--- config.mk ---
export PLATFORM = sky130hd
export DESIGN_NAME = branch_rs
export DESIGN_NICKNAME = d
export VERILOG_FILES = /design/src/rtl/branch_rs.sv
export SDC_FILE = /design/constraint.sdc
export NUM_CORES = 1
export LEC_CHECK = 0
export ABC_AREA = 1
export CORE_MARGIN = 1.5
export CORE_UTILIZATION = 25
export CTS_CLUSTER_DIAMETER = 100
export CTS_CLUSTER_SIZE = 24
export DETAILED_ROUTE_END_ITERATION = 6
export HOLD_SLACK_MARGIN = 0.03
export MAX_ROUTING_LAYER = met4
export PLACE_DENSITY = 0.4
export SETUP_SLACK_MARGIN = 0.05
export SLEW_MARGIN = 20
export SYNTH_ARGS = -nofsm -noshare
export SYNTH_HDL_FRONTEND = slang
export SYNTH_SLANG_ARGS = --single-unit
--- constraint.sdc ---
create_clock -name clk -period 29.1 [get_ports clk]
set_clock_uncertainty 0.15 [all_clocks]
set_input_delay 4.365 -clock clk [delete_from_list [all_inputs] [get_ports clk]]
set_output_delay 4.365 -clock clk [all_outputs]
set_load 0.01 [all_outputs]
--- src/rtl/branch_rs.sv ---
// ---------------------------------------------------------------------------
// branch_rs -- reservation station for beq branches.
//
// Holds up to DEPTH dispatched branches, wakes their operands from the common
// data bus, and issues the oldest branch whose operands are both available.
// The issue outputs go to the branch checker through registers, and the
// strobe lasts one cycle.
//
// Optional feature macro: BRANCH_RS_BYPASS_EN
//   defined   : a dispatched operand that is still waiting can capture a CDB
//               broadcast made in the same cycle.
//   undefined : dispatch is refused in any cycle with cdb_valid=1, so that a
//               broadcast is never missed by an entry that is being written.
//
// Parameters
//   DEPTH   number of entries (power of two, 2..8)
//   TAG_W   ROB tag width
//   DATA_W  operand width
//
// Ports
//   clk, rst                  clock, asynchronous active-high reset
//   disp_valid / disp_ready   dispatch handshake
//   disp_rob_tag              ROB tag of the dispatched branch
//   disp_rs{1,2}_rdy/_val     operand value, or the producer tag in the low
//                             TAG_W bits when the ready bit is clear
//   cdb_valid/cdb_tag/cdb_data  result broadcast
//   flush                     misprediction flush, empties the station
//   branch_valid_instruction  one-cycle issue strobe
//   beq_rs1_data/beq_rs2_data/tag  issued operands and ROB tag, held between
//                             issues
// ---------------------------------------------------------------------------
module branch_rs #(
  parameter int DEPTH  = 4,
  parameter int TAG_W  = 3,
  parameter int DATA_W = 32
) (
  input  logic              clk,
  input  logic              rst,
  input  logic              disp_valid,
  output logic              disp_ready,
  input  logic [TAG_W-1:0]  disp_rob_tag,
  input  logic              disp_rs1_rdy,
  input  logic              disp_rs2_rdy,
  input  logic [DATA_W-1:0] disp_rs1_val,
  input  logic [DATA_W-1:0] disp_rs2_val,
  input  logic              cdb_valid,
  input  logic [TAG_W-1:0]  cdb_tag,
  input  logic [DATA_W-1:0] cdb_data,
  input  logic              flush,
  output logic              branch_valid_instruction,
  output logic [DATA_W-1:0] beq_rs1_data,
  output logic [DATA_W-1:0] beq_rs2_data,
  output logic [TAG_W-1:0]  tag
);

  // Entry storage.
  logic [DEPTH-1:0]  busy_q, busy_d;
  logic [DEPTH-1:0]  rs1Rdy_q, rs1Rdy_d;
  logic [DEPTH-1:0]  rs2Rdy_q, rs2Rdy_d;
  logic [TAG_W-1:0]  robTag_q [DEPTH];
  logic [TAG_W-1:0]  robTag_d [DEPTH];
  logic [TAG_W-1:0]  rs1Tag_q [DEPTH];
  logic [TAG_W-1:0]  rs1Tag_d [DEPTH];
  logic [TAG_W-1:0]  rs2Tag_q [DEPTH];
  logic [TAG_W-1:0]  rs2Tag_d [DEPTH];
  logic [DATA_W-1:0] rs1Val_q [DEPTH];
  logic [DATA_W-1:0] rs1Val_d [DEPTH];
  logic [DATA_W-1:0] rs2Val_q [DEPTH];
  logic [DATA_W-1:0] rs2Val_d [DEPTH];

  // Relative-age matrix: older_q[i][j] = 1 means entry i was dispatched
  // before entry j. When an entry is written, its row is cleared and its
  // column is set. The matrix always gives a strict order among busy
  // entries, however often they are recycled.
  logic [DEPTH-1:0]  older_q [DEPTH];
  logic [DEPTH-1:0]  older_d [DEPTH];

  // Registered issue outputs. The strobe register also acts as the issue-gap
  // flag.
  logic              strobe_q;
  logic [DATA_W-1:0] outRs1_q;
  logic [DATA_W-1:0] outRs2_q;
  logic [TAG_W-1:0]  outTag_q;

  logic [DEPTH-1:0]  dispOneHot;
  logic              freeAny;
  logic              dispAccept;
  logic              bypass1;
  logic              bypass2;
  logic              dispRs1Rdy;
  logic              dispRs2Rdy;
  logic [DATA_W-1:0] dispRs1Val;
  logic [DATA_W-1:0] dispRs2Val;

  logic [DEPTH-1:0]  eligible;
  logic [DEPTH-1:0]  issueSel;
  logic              issueFire;
  logic [DATA_W-1:0] selRs1;
  logic [DATA_W-1:0] selRs2;
  logic [TAG_W-1:0]  selTag;

  // Pick the lowest-index free entry. Occupancy is taken from the start of
  // the cycle, so an entry freed by this cycle's issue is not reused yet.
  always_comb begin
    dispOneHot = '0;
    for (int i = DEPTH - 1; i >= 0; i--) begin
      if (!busy_q[i]) begin
        dispOneHot = '0;
        dispOneHot[i] = 1'b1;
      end
    end
  end

  assign freeAny = |(~busy_q);

`ifdef BRANCH_RS_BYPASS_EN
  // A waiting operand can pick up a broadcast made in the same cycle as its
  // dispatch.
  assign bypass1    = ~disp_rs1_rdy & cdb_valid & (cdb_tag == disp_rs1_val[TAG_W-1:0]);
  assign bypass2    = ~disp_rs2_rdy & cdb_valid & (cdb_tag == disp_rs2_val[TAG_W-1:0]);
  assign disp_ready = freeAny;
`else
  // Without the bypass path, dispatch waits out any broadcast cycle.
  assign bypass1    = 1'b0;
  assign bypass2    = 1'b0;
  assign disp_ready = freeAny & ~cdb_valid;
`endif

  assign dispAccept = disp_valid & disp_ready & ~flush;
  assign dispRs1Rdy = disp_rs1_rdy | bypass1;
  assign dispRs2Rdy = disp_rs2_rdy | bypass2;
  assign dispRs1Val = bypass1 ? cdb_data : disp_rs1_val;
  assign dispRs2Val = bypass2 ? cdb_data : disp_rs2_val;

  // Issue selection: an eligible entry wins when it is older than every other
  // eligible entry. No issue is made while the strobe is high or during a
  // flush.
  always_comb begin
    eligible = busy_q & rs1Rdy_q & rs2Rdy_q;
    issueSel = '0;
    for (int i = 0; i < DEPTH; i++) begin
      issueSel[i] = eligible[i];
      for (int j = 0; j < DEPTH; j++) begin
        if ((j != i) && eligible[j] && !older_q[i][j]) begin
          issueSel[i] = 1'b0;
        end
      end
    end
    issueFire = ~strobe_q & ~flush & (|issueSel);
  end

  // Operand and tag multiplexer for the selected entry.
  always_comb begin
    selRs1 = '0;
    selRs2 = '0;
    selTag = '0;
    for (int i = 0; i < DEPTH; i++) begin
      if (issueSel[i]) begin
        selRs1 = selRs1 | rs1Val_q[i];
        selRs2 = selRs2 | rs2Val_q[i];
        selTag = selTag | robTag_q[i];
      end
    end
  end

  // Next-state of the entries, in this order: CDB wakeup, issue free,
  // dispatch write, age update, and finally flush, which overrides them all.
  always_comb begin
    busy_d   = busy_q;
    rs1Rdy_d = rs1Rdy_q;
    rs2Rdy_d = rs2Rdy_q;
    for (int i = 0; i < DEPTH; i++) begin
      robTag_d[i] = robTag_q[i];
      rs1Tag_d[i] = rs1Tag_q[i];
      rs2Tag_d[i] = rs2Tag_q[i];
      rs1Val_d[i] = rs1Val_q[i];
      rs2Val_d[i] = rs2Val_q[i];
      older_d[i]  = older_q[i];
    end

    for (int i = 0; i < DEPTH; i++) begin
      if (cdb_valid && busy_q[i] && !rs1Rdy_q[i] && (rs1Tag_q[i] == cdb_tag)) begin
        rs1Rdy_d[i] = 1'b1;
        rs1Val_d[i] = cdb_data;
      end
      if (cdb_valid && busy_q[i] && !rs2Rdy_q[i] && (rs2Tag_q[i] == cdb_tag)) begin
        rs2Rdy_d[i] = 1'b1;
        rs2Val_d[i] = cdb_data;
      end

      if (issueFire && issueSel[i]) begin
        busy_d[i] = 1'b0;
      end

      if (dispAccept && dispOneHot[i]) begin
        busy_d[i]   = 1'b1;
        robTag_d[i] = disp_rob_tag;
        rs1Rdy_d[i] = dispRs1Rdy;
        rs2Rdy_d[i] = dispRs2Rdy;
        rs1Val_d[i] = dispRs1Val;
        rs2Val_d[i] = dispRs2Val;
        rs1Tag_d[i] = disp_rs1_val[TAG_W-1:0];
        rs2Tag_d[i] = disp_rs2_val[TAG_W-1:0];
      end

      for (int j = 0; j < DEPTH; j++) begin
        if (dispAccept) begin
          if (dispOneHot[i]) begin
            older_d[i][j] = 1'b0;
          end else if (dispOneHot[j]) begin
            older_d[i][j] = 1'b1;
          end
        end
      end
    end

    if (flush) begin
      busy_d = '0;
    end
  end

  // Entry registers.
  always_ff @(posedge clk or posedge rst) begin
    if (rst) begin
      busy_q   <= '0;
      rs1Rdy_q <= '0;
      rs2Rdy_q <= '0;
      for (int i = 0; i < DEPTH; i++) begin
        robTag_q[i] <= '0;
        rs1Tag_q[i] <= '0;
        rs2Tag_q[i] <= '0;
        rs1Val_q[i] <= '0;
        rs2Val_q[i] <= '0;
        older_q[i]  <= '0;
      end
    end else begin
      busy_q   <= busy_d;
      rs1Rdy_q <= rs1Rdy_d;
      rs2Rdy_q <= rs2Rdy_d;
      for (int i = 0; i < DEPTH; i++) begin
        robTag_q[i] <= robTag_d[i];
        rs1Tag_q[i] <= rs1Tag_d[i];
        rs2Tag_q[i] <= rs2Tag_d[i];
        rs1Val_q[i] <= rs1Val_d[i];
        rs2Val_q[i] <= rs2Val_d[i];
        older_q[i]  <= older_d[i];
      end
    end
  end

  // Issue output registers. Reset clears them asynchronously, which also
  // cuts off a strobe that is in flight. The data outputs load only on an
  // issue, so they hold the last issued values between issues.
  always_ff @(posedge clk or posedge rst) begin
    if (rst) begin
      strobe_q <= 1'b0;
      outRs1_q <= '0;
      outRs2_q <= '0;
      outTag_q <= '0;
    end else begin
      strobe_q <= issueFire;
      if (issueFire) begin
        outRs1_q <= selRs1;
        outRs2_q <= selRs2;
        outTag_q <= selTag;
      end
    end
  end

  assign branch_valid_instruction = strobe_q;
  assign beq_rs1_data             = outRs1_q;
  assign beq_rs2_data             = outRs2_q;
  assign tag                      = outTag_q;

endmodule

==> results of run 1 <==
[cell families after synthesis]
family | after synthesis | synth area share
compound gates | 276 | 0.0711
simple gates | 1581 | 0.345
buf+inv | 395 | 0.0844
flops | 384 | 0.490
xor+xnor | 21 | 0.00939
[Yosys cell counts]
master | number | area, um^2
nand2_1 | 854 | 3210
nor2_1 | 110 | 413
dfrtp_1 | 384 | 9610
buf_6 | 1 | 11.3
nor2_4 | 2 | 22.5
nand3b_1 | 1 | 7.51
a21oi_1 | 122 | 611
nand4_2 | 1 | 12.5
nor2_2 | 6 | 37.5
clkbuf_1 | 64 | 240
nand3_1 | 598 | 2990
buf_4 | 10 | 75.1
o21ai_1 | 15 | 75.1
a31oi_1 | 3 | 18.8
inv_2 | 7 | 26.3
buf_1 | 9 | 33.8
nand4_1 | 3 | 18.8
o211ai_1 | 2 | 15.0
nand3_2 | 3 | 30.0
inv_1 | 203 | 762
xnor2_1 | 13 | 114
nor3_1 | 3 | 15.0
buf_2 | 101 | 505
o22a_1 | 1 | 8.76
o21ai_0 | 133 | 666
xor2_1 | 8 | 70.1
[power groups by stage]
| stage | registers, mW | clock network (mW) | logic [mW] |
|---|---|---|---|
| finish | 0.641 | 0.366 | 0.179 |
| global route | 0.650 | 0.398 | 0.204 |
| CTS | 0.640 | 0.382 | 0.183 |
| floorplan | 0.647 | 0 | 0.0984 |
| global placement | 0.649 | 0 | 0.179 |
| detailed placement | 0.651 | 0 | 0.182 |
[flip-flops by register name (all words and copies together) (netlist names)]
name                      count
robTag_q                     12
beq_rs1_data                 32
rs1Rdy_q                      4
branch_valid_instruction      1
older_q                      12
beq_rs2_data                 32
rs2Rdy_q                      4
rs1Val_q                    128
busy_q                        4
rs1Tag_q                     12
rs2Tag_q                     12
rs2Val_q                    128
tag                           3
[worst min-delay path by stage]
stage	startpoint	to	slack (ps)	cells past startpoint
floorplan	older_q[10]	older_q[10]	290	2
global placement	older_q[11]	older_q[11]	310	2
detailed placement	beq_rs1_data[11]	beq_rs1_data[11]	320	2
CTS	beq_rs1_data[29]	beq_rs1_data[29]	340	2
global route	beq_rs1_data[28]	beq_rs1_data[28]	360	2
finish	beq_rs1_data[31]	beq_rs1_data[31]	340	2
[through the flow]
stage / area, um^2 / utilization / std cells
detailed placement: 22100 / 0.286 / 3719
global placement: 22100 / 0.286 / 3719
floorplan: 19600 / - / 2657
finish: 22900 / 0.295 / 3763
CTS: 22800 / 0.295 / 3755
global route: 22900 / 0.295 / 3763
[worst reg2reg max path, stage by stage (launching register included)]
cell     delay (ps)
dfrtp_1         440
nand3_1         230
nor2_1          120
nor2_4          820
nand2_1         180
nand2_1         130
nor2_2           50
nor2_4          360
buf_4           720
nand2_1         440
nand2_1         140
[per-layer routing]
layer  vias to the layer above  wire (um)
met1                      8953      34500
met3                        91       4320
met4                         0       1670
met2                       601      37500
met5                         -          0
li1                       8660          -
[final cells by class]
cell class / count / area, um^2 / area share
Clock inverter: 12 / 124 / 0.00542
Multi-Input combinational cell: 1878 / 8420 / 0.368
Inverter: 210 / 797 / 0.0349
Timing Repair Buffer: 207 / 2000 / 0.0874
Antenna cell: 8 / 20.0 / 0.000876
Clock buffer: 24 / 589 / 0.0258
Tap cell: 1040 / 1300 / 0.0569
Sequential cell: 384 / 9610 / 0.420
==> results.md, run 1 <==
* Worst setup path endpoint: disp_ready
* Status: complete, no violations
* Crit path from: cdb_valid
* GRT busiest layer: met2
* Cell Area, Synth at between 15000 and 20000 um^2
* Gate power share at 0.151
* Met1 usage at 0.252
* Yosys warns at 0
* Fmax at 0.0972 GHz
* Crit. End Element: output port
* Syn Area/Cell at 7.38 um^2
* Bufs and invs on worst path at 2
* Setup violations, final at 0
* CTS clk-pin slew, worst paths at 90 ps
* Die height at between 200 and 300 um
* Vias in the first global route at around 18000
* Row cnt at between 100 and 150
* Internal at 0.830 mW
* GR Layer Usage met2 at 0.326
* Data arrival, critical path at between 5000 and 6000 ps
* First-pass GRT wire length at 117000 um
* Sw power at about 0.36 mW
* Share of cells above drive strength 1 at 0.0357
* Tightest Pin Transition at 1150 ps
* Final hold violation count at 0
* Worst path max stage delay at ~600 ps
* Root buf cell: clkbuf_16
* Startpoint types: primary input
* Pwr Total at 1.19 mW
* Vias/cell at between 4 and 5
* Final nets at 2813
* Clock power share at 0.309
* Worst R2R Start: busy_q[0]
* TritonCTS Buffers at 23
* Sequential Power Share at 0.540
* Core Box Area at 77500 um^2
* Yosys reg bits at about 380
* Seq/Total Area, Yosys at 0.490
* Minimum clock period at 10290 ps
* Most used cell, CP: clkdlybuf4s50_1
* Crit path depth at 3
* Max Root-Sink Buffers at 3
* Syn_nets at 2766
* RSZ-0062 raised after global routing: false
* Switching Share at 0.300
* Initial antenna violation count at 9
* Die area at 80100 um^2
* Clock Latency Late Sink at just under 600 ps
* Sink Count at 384
* Post-CTS Repair Setup Buffers at 0
* CTS tree: built
* Total gr overflow at 0
* Pre-CTS setup slack at about 19000 ps
* Worst hold path class: flip-flop to flip-flop
* Cell family with most CP delay: buffers and inverters
* Area Growth Syn to Fin at 16.6%
* Most frequent cells in the layout: nand2_1 (852), nand3_1 (596), dfrtp_1 (384), inv_1 (199), clkdlybuf4s50_1 (177)
* Pin count of the biggest net entering global routing at around 120
* PortBufs at roughly 180
* Syn Inst Count at 2657
* R2R cell count at 10
* Fillers at 8391
* Leak at about 11 nW
* FF-to-FF End: beq_rs1_data[18]
* DRC Markers at 0
* Crit Path Max Fanout at 7
* WL per Instance at approximately 21 um
* IO Pins at 178
* Final wirelength at 78000 um
* Hold_ws at between 300 and 400 ps
* Critical path type: primary input to output port
* Worst VDD drop at between 0.04 and 0.05 mV
* DRT antenna net count at 0
* Cts repair resizes at 0
* DR vias at around 18000
* Commonest non-fill, non-tap cell in the layout: nand2_1
* CP max-delay cell: clkdlybuf4s50_1
* GP Congestion at roughly 0.76
* Setup TNS Final at 0 ps
* Max_cap viols at 0
* Max-slew headroom at 0.234
* Initial DRT Pass Iterations at 6
* # H-tree levels at 1
* Initial core utilization at 0.253
* Grt met3 use at 0.0246
* GRT Total Usage at 0.196
* Pwr dens at between 50 and 60 nW/um^2
* Post-CTS Hold Buffers at 0
* Pins Over Slew Limit at 0
* Final setup margin at 18810 ps
* Synth cell types at 26
* Crit-path cells: clkdlybuf4s50_1 > nor2_1 > clkdlybuf4s50_1
* CP required at 24580 ps
* Post-DP HPWL at around 45000 um
* Reg2reg setup slack at 25240 ps
* Die width at 283 um
* Fin crit share at 0.354
* Iter 0 DRT Violations at 1507
No activity file was read; power rests on OpenSTA's default activity.
==> inputs of run 2 (changes only) <==
Clock period 29.1 ns to 10.3 ns, I/O delays scaled along.
==> run 2 against run 1 <==
- die area stayed put
- flip-flop and latch count is the same
- via count fell by 0.36%
- utilization barely moved
- register-to-register slack worse by 19000 ps
- highest routed layer unchanged
==> results.md, run 2 (synthesis gave the netlist of run 1 again) <==
* Post-CTS Hold Buffers at 0
* Pin count of the biggest net entering global routing at 153
* Area Growth Syn to Fin at 16.8%
* CP required at around 8600 ps
* Final nets at 2816
* Tightest Pin Transition at 1140 ps
* IO Pins at 178
* Pins Over Slew Limit at 0
* Iter 0 DRT Violations at roughly 1500
* Critical path type: primary input to output port
* Final wirelength at 77700 um
* Die width at ~280 um
* Crit-path cells: clkdlybuf4s50_1 > nor2_1 > clkdlybuf4s50_1
* RSZ-0062 raised after global routing: false
* GP Congestion at 0.782
* Core Box Area at 77500 um^2
* Fmax at 0.211 GHz
* Initial DRT Pass Iterations at 6
* Post-DP HPWL at approximately 46000 um
* CTS tree: built
* Initial core utilization at 0.253
* Reg2reg setup slack at 6640 ps
* PortBufs at 177
* Status: complete, no violations
* Minimum clock period at 4730 ps
* Initial antenna violation count at 6
* Commonest non-fill, non-tap cell in the layout: nand2_1
* CTS clk-pin slew, worst paths at approximately 80 ps
* Vias/cell at between 4 and 5
* Pwr Total at 3.39 mW
* Final hold violation count at 0
* Root buf cell: clkbuf_16
* Worst R2R Start: busy_q[3]
* Pre-CTS setup slack at around 5500 ps
* Placement Cell Area at 22200 um^2
* Most frequent cells in the layout: nand2_1 (852), nand3_1 (596), dfrtp_1 (384), inv_1 (199), clkdlybuf4s50_1 (177)
* Leak at between 10 and 15 nW
* Core Util, Final at 0.295
* DRC Markers at 0
* Total gr overflow at 0
* Worst setup path endpoint: disp_ready
* Crit Path Max Fanout at 7
* Row cnt at 102
* Worst hold path class: flip-flop to flip-flop
* Cell family with most CP delay: buffers and inverters
* Share of cells above drive strength 1 at 0.0364
* Max Root-Sink Buffers at 3
* # H-tree levels at 1
* DRT antenna net count at 0
* GRT Total Usage at 0.198
* WL per Instance at 20.7 um
* Crit. End Element: output port
* Max_cap viols at 0
* R2R cell count at 10
* Bufs and invs on worst path at 2
* Data arrival, critical path at 3040 ps
* Die area at around 80000 um^2
* TritonCTS Buffers at 23
* Setup violations, final at 0
* Pwr dens at about 150 nW/um^2
* Post-route cell area at 22900 um^2
* Vias in the first global route at 18400
* Final setup margin at 5570 ps
* Worst path max stage delay at between 600 and 700 ps
* Finished Layout Cells at 3764
* Hold_ws at 330 ps
* Crit path depth at 3
* Max-slew headroom at 0.242
* First-pass GRT wire length at around 120000 um
* Crit path from: cdb_valid
* Top Registers: rs1Val_q: 128 flops, rs2Val_q: 128 flops
* Startpoint types: primary input
* Clock Latency Late Sink at 600 ps
* Setup TNS Final at 0 ps
* Cell total after placement at approximately 3700
* CP max-delay cell: clkdlybuf4s50_1
* Sink Count at 384
* Worst VDD drop at 0.107 mV
* Most used cell, CP: clkdlybuf4s50_1
* Fin crit share at 0.460
* Cts repair resizes at 0
* Die height at 283 um
* DR vias at 18200
* FF-to-FF End: beq_rs2_data[25]
* Post-CTS Repair Setup Buffers at 0
-- run 2: changes by cell type in the layout (fill, tap and decap cells not counted), sizes merged --
cell / before / now
inv: 214 / 218
clkinv: 5 / 1
clkinvlp: 3 / 1
buf: 30 / 33
diode: 8 / 7
clkbuf: 24 / 25
-- run 2: worst register-to-register path: cells and delay by family, from the launching register on --
family,cells,cell delay [ps]
buf+inv,1,580
simple gates,9,2440
flops,1,480
-- run 2: power by group --
part	total, mW	switching [mW]	internal [mW]
Clock	1.07	0.619	0.447
Sequential	1.81	0.113	1.70
Combinational	0.509	0.298	0.210
-- run 2: worst min path at each step --
stage	start	to	slack, ps	cells past startpoint
finish	older_q[11]	older_q[11]	330	2
global placement	older_q[10]	older_q[10]	310	2
detailed placement	older_q[10]	older_q[10]	310	2
CTS	older_q[10]	older_q[10]	330	2
floorplan	older_q[10]	older_q[10]	290	2
global route	older_q[10]	older_q[10]	350	2
-- run 2: layer usage --
metal	GRT usage	routed length (um)	vias to the layer above
met5	-	0	-
met4	0.0448	1500	0
met3	0.0246	4460	87
met2	0.329	37300	558
met1	0.257	34500	8932
li1	-	-	8662
-- run 2: area by class of cell --
| type | instances | area [um^2] |
|---|---|---|
| clock inverter | 10 | 118 |
| antenna | 7 | 17.5 |
| sequential | 384 | 9610 |
| timing repair buffer | 210 | 2030 |
| inverter | 210 | 792 |
| tap | 1040 | 1300 |
| clock buffer | 25 | 603 |
| multi-input combinational | 1878 | 8420 |
| fill | 8441 | 54600 |
==> inputs of run 3 (changes only) <==
Clock period 10.3 ns to 4.8 ns, I/O delays scaled along.
==> run 3 against run 2 <==
- flip-flop and latch count stayed put
- critical path depth unchanged
- global-route usage decreased by 0.36 points
- clock power up 130%
- cell count grew 0.13%
- sequential power grew 110%
- register-to-register slack got worse by 4900 ps
- power grew 120%
- non-clock buffer count up 3
==> results.md, run 3 (synthesis gave the netlist of run 1 again) <==
* PortBufs at 177
* WL per Instance at 20.2 um
* Pin count of the biggest net entering global routing at 148
* Reg2reg setup slack at 1780 ps
* R2R cell count at 11
* Area Growth Syn to Fin at 18.2%
* DR vias at 18200
* Startpoint types: primary input
* Die area at 80100 um^2
* Tightest Pin Transition at 1080 ps
* Share of cells above drive strength 1 at 0.0403
* Vias in the first global route at around 18000
* CTS tree: built
* Commonest non-fill, non-tap cell in the layout: nand2_1
* Minimum clock period at 3030 ps
* Antenna Cells at 0
* # H-tree levels at 1
* TritonCTS Buffers at 25
* GRT Total Usage at 0.195
* Final nets at 2821
* Data arrival, critical path at roughly 2200 ps
* DRT antenna net count at 0
* Pwr Total at ~7.5 mW
* Pwr dens at 322 nW/um^2
* Final wirelength at 76200 um
* Sink Count at 384
* Die height at between 200 and 300 um
* Max-slew headroom at 0.283
* Max_cap viols at 0
* Crit. End Element: output port
* Pins Over Slew Limit at 0
* Leak at around 11 nW
* GP Congestion at ~0.8
* CTS clk-pin slew, worst paths at roughly 100 ps
* Initial DRT Pass Iterations at 6
* Cts repair resizes at 0
* DRC Markers at 0
* Top Registers: rs1Val_q: 128 flops, rs2Val_q: 128 flops
* Status: complete, no violations
* FF-to-FF End: beq_rs2_data[24]
* Row cnt at 102
* Fin crit share at 0.632
* Clock Latency Late Sink at 600 ps
* Die width at 283 um
* Crit Path Max Fanout at 7
* First-pass GRT wire length at ~120000 um
* IO Pins at 178
* Root buf cell: clkbuf_16
* Worst hold path class: primary input to async pin
* Core Util, Final at 0.299
* Setup violations, final at 0
* Initial antenna violation count at 1
* Core Box Area at 77500 um^2
* Total gr overflow at 0
* Vias/cell at about 4.8
* Critical path type: primary input to output port
* Iter 0 DRT Violations at about 1400
* Max Root-Sink Buffers at 3
* Worst VDD drop at 0.227 mV
* Final hold violation count at 0
* CP required at 3930 ps
* Most frequent cells in the layout: nand2_1 (852), nand3_1 (596), dfrtp_1 (384), inv_1 (199), clkdlybuf4s50_1 (177)
* RSZ-0062 raised after global routing: false
* Initial core utilization at 0.253
* Post-DP HPWL at 46300 um
* Post-CTS Repair Setup Buffers at 0
* Fmax at 0.330 GHz
* Worst R2R Start: busy_q[3]
* Setup TNS Final at 0 ps
* Post-CTS Hold Buffers at 0
## run 3: worst max path at each step
stage,depth (start not counted),endpoint,from,slack (ps)
final,3,disp_ready,cdb_valid,1770
after global routing,11,beq_rs2_data[25],busy_q[3],1490
after CTS,11,beq_rs2_data[3],busy_q[3],1640
after detailed placement,9,rs2Val_q[73],cdb_valid,1180
after global placement,9,rs2Val_q[67],cdb_valid,1200
after floorplan,1,beq_rs1_data[0],rst,-1230
## run 3: layout make-up
| type | count | area, um^2 |
|---|---|---|
| Inverter | 210 | 792 |
| Clock buffer | 28 | 657 |
| Clock inverter | 16 | 185 |
| Tap cell | 1040 | 1300 |
| Sequential cell | 384 | 9610 |
| Fill cell | 8418 | 54300 |
| Timing Repair Buffer | 213 | 2210 |
| Multi-Input combinational cell | 1878 | 8420 |
## run 3: metal layers
metal  global-route usage  routed length (um)  up-vias
met5                    -                   0        -
met4               0.0539                2030        0
met3               0.0183                3610      100
met2                0.324               36800      543
met1                0.251               33800     8923
li1                     -                   -     8679
## run 3: report_power, final
| group | total [mW] | internal (mW) | switching [mW] |
|---|---|---|---|
| combinational | 1.11 | 0.465 | 0.646 |
| clock | 2.46 | 1.10 | 1.36 |
| sequential | 3.89 | 3.65 | 0.236 |
| total | 7.45 | 5.21 | 2.24 |
## run 3: per-stage QoR
step                instances  hold WS, ps  cell area (um^2)  setup slack [ps]
floorplan                2657          293             19600             -1230
global placement         3725          315             22300              1200
detailed placement       3725          316             22300              1180
CTS                      3769          302             23200              1640
global route             3769          323             23200              1490
finish                   3769          324             23200              1770
## run 3: critical path: stages
cell             delay (ps)
clkdlybuf4s50_1         530
nor2_1                  310
clkdlybuf4s50_1         600
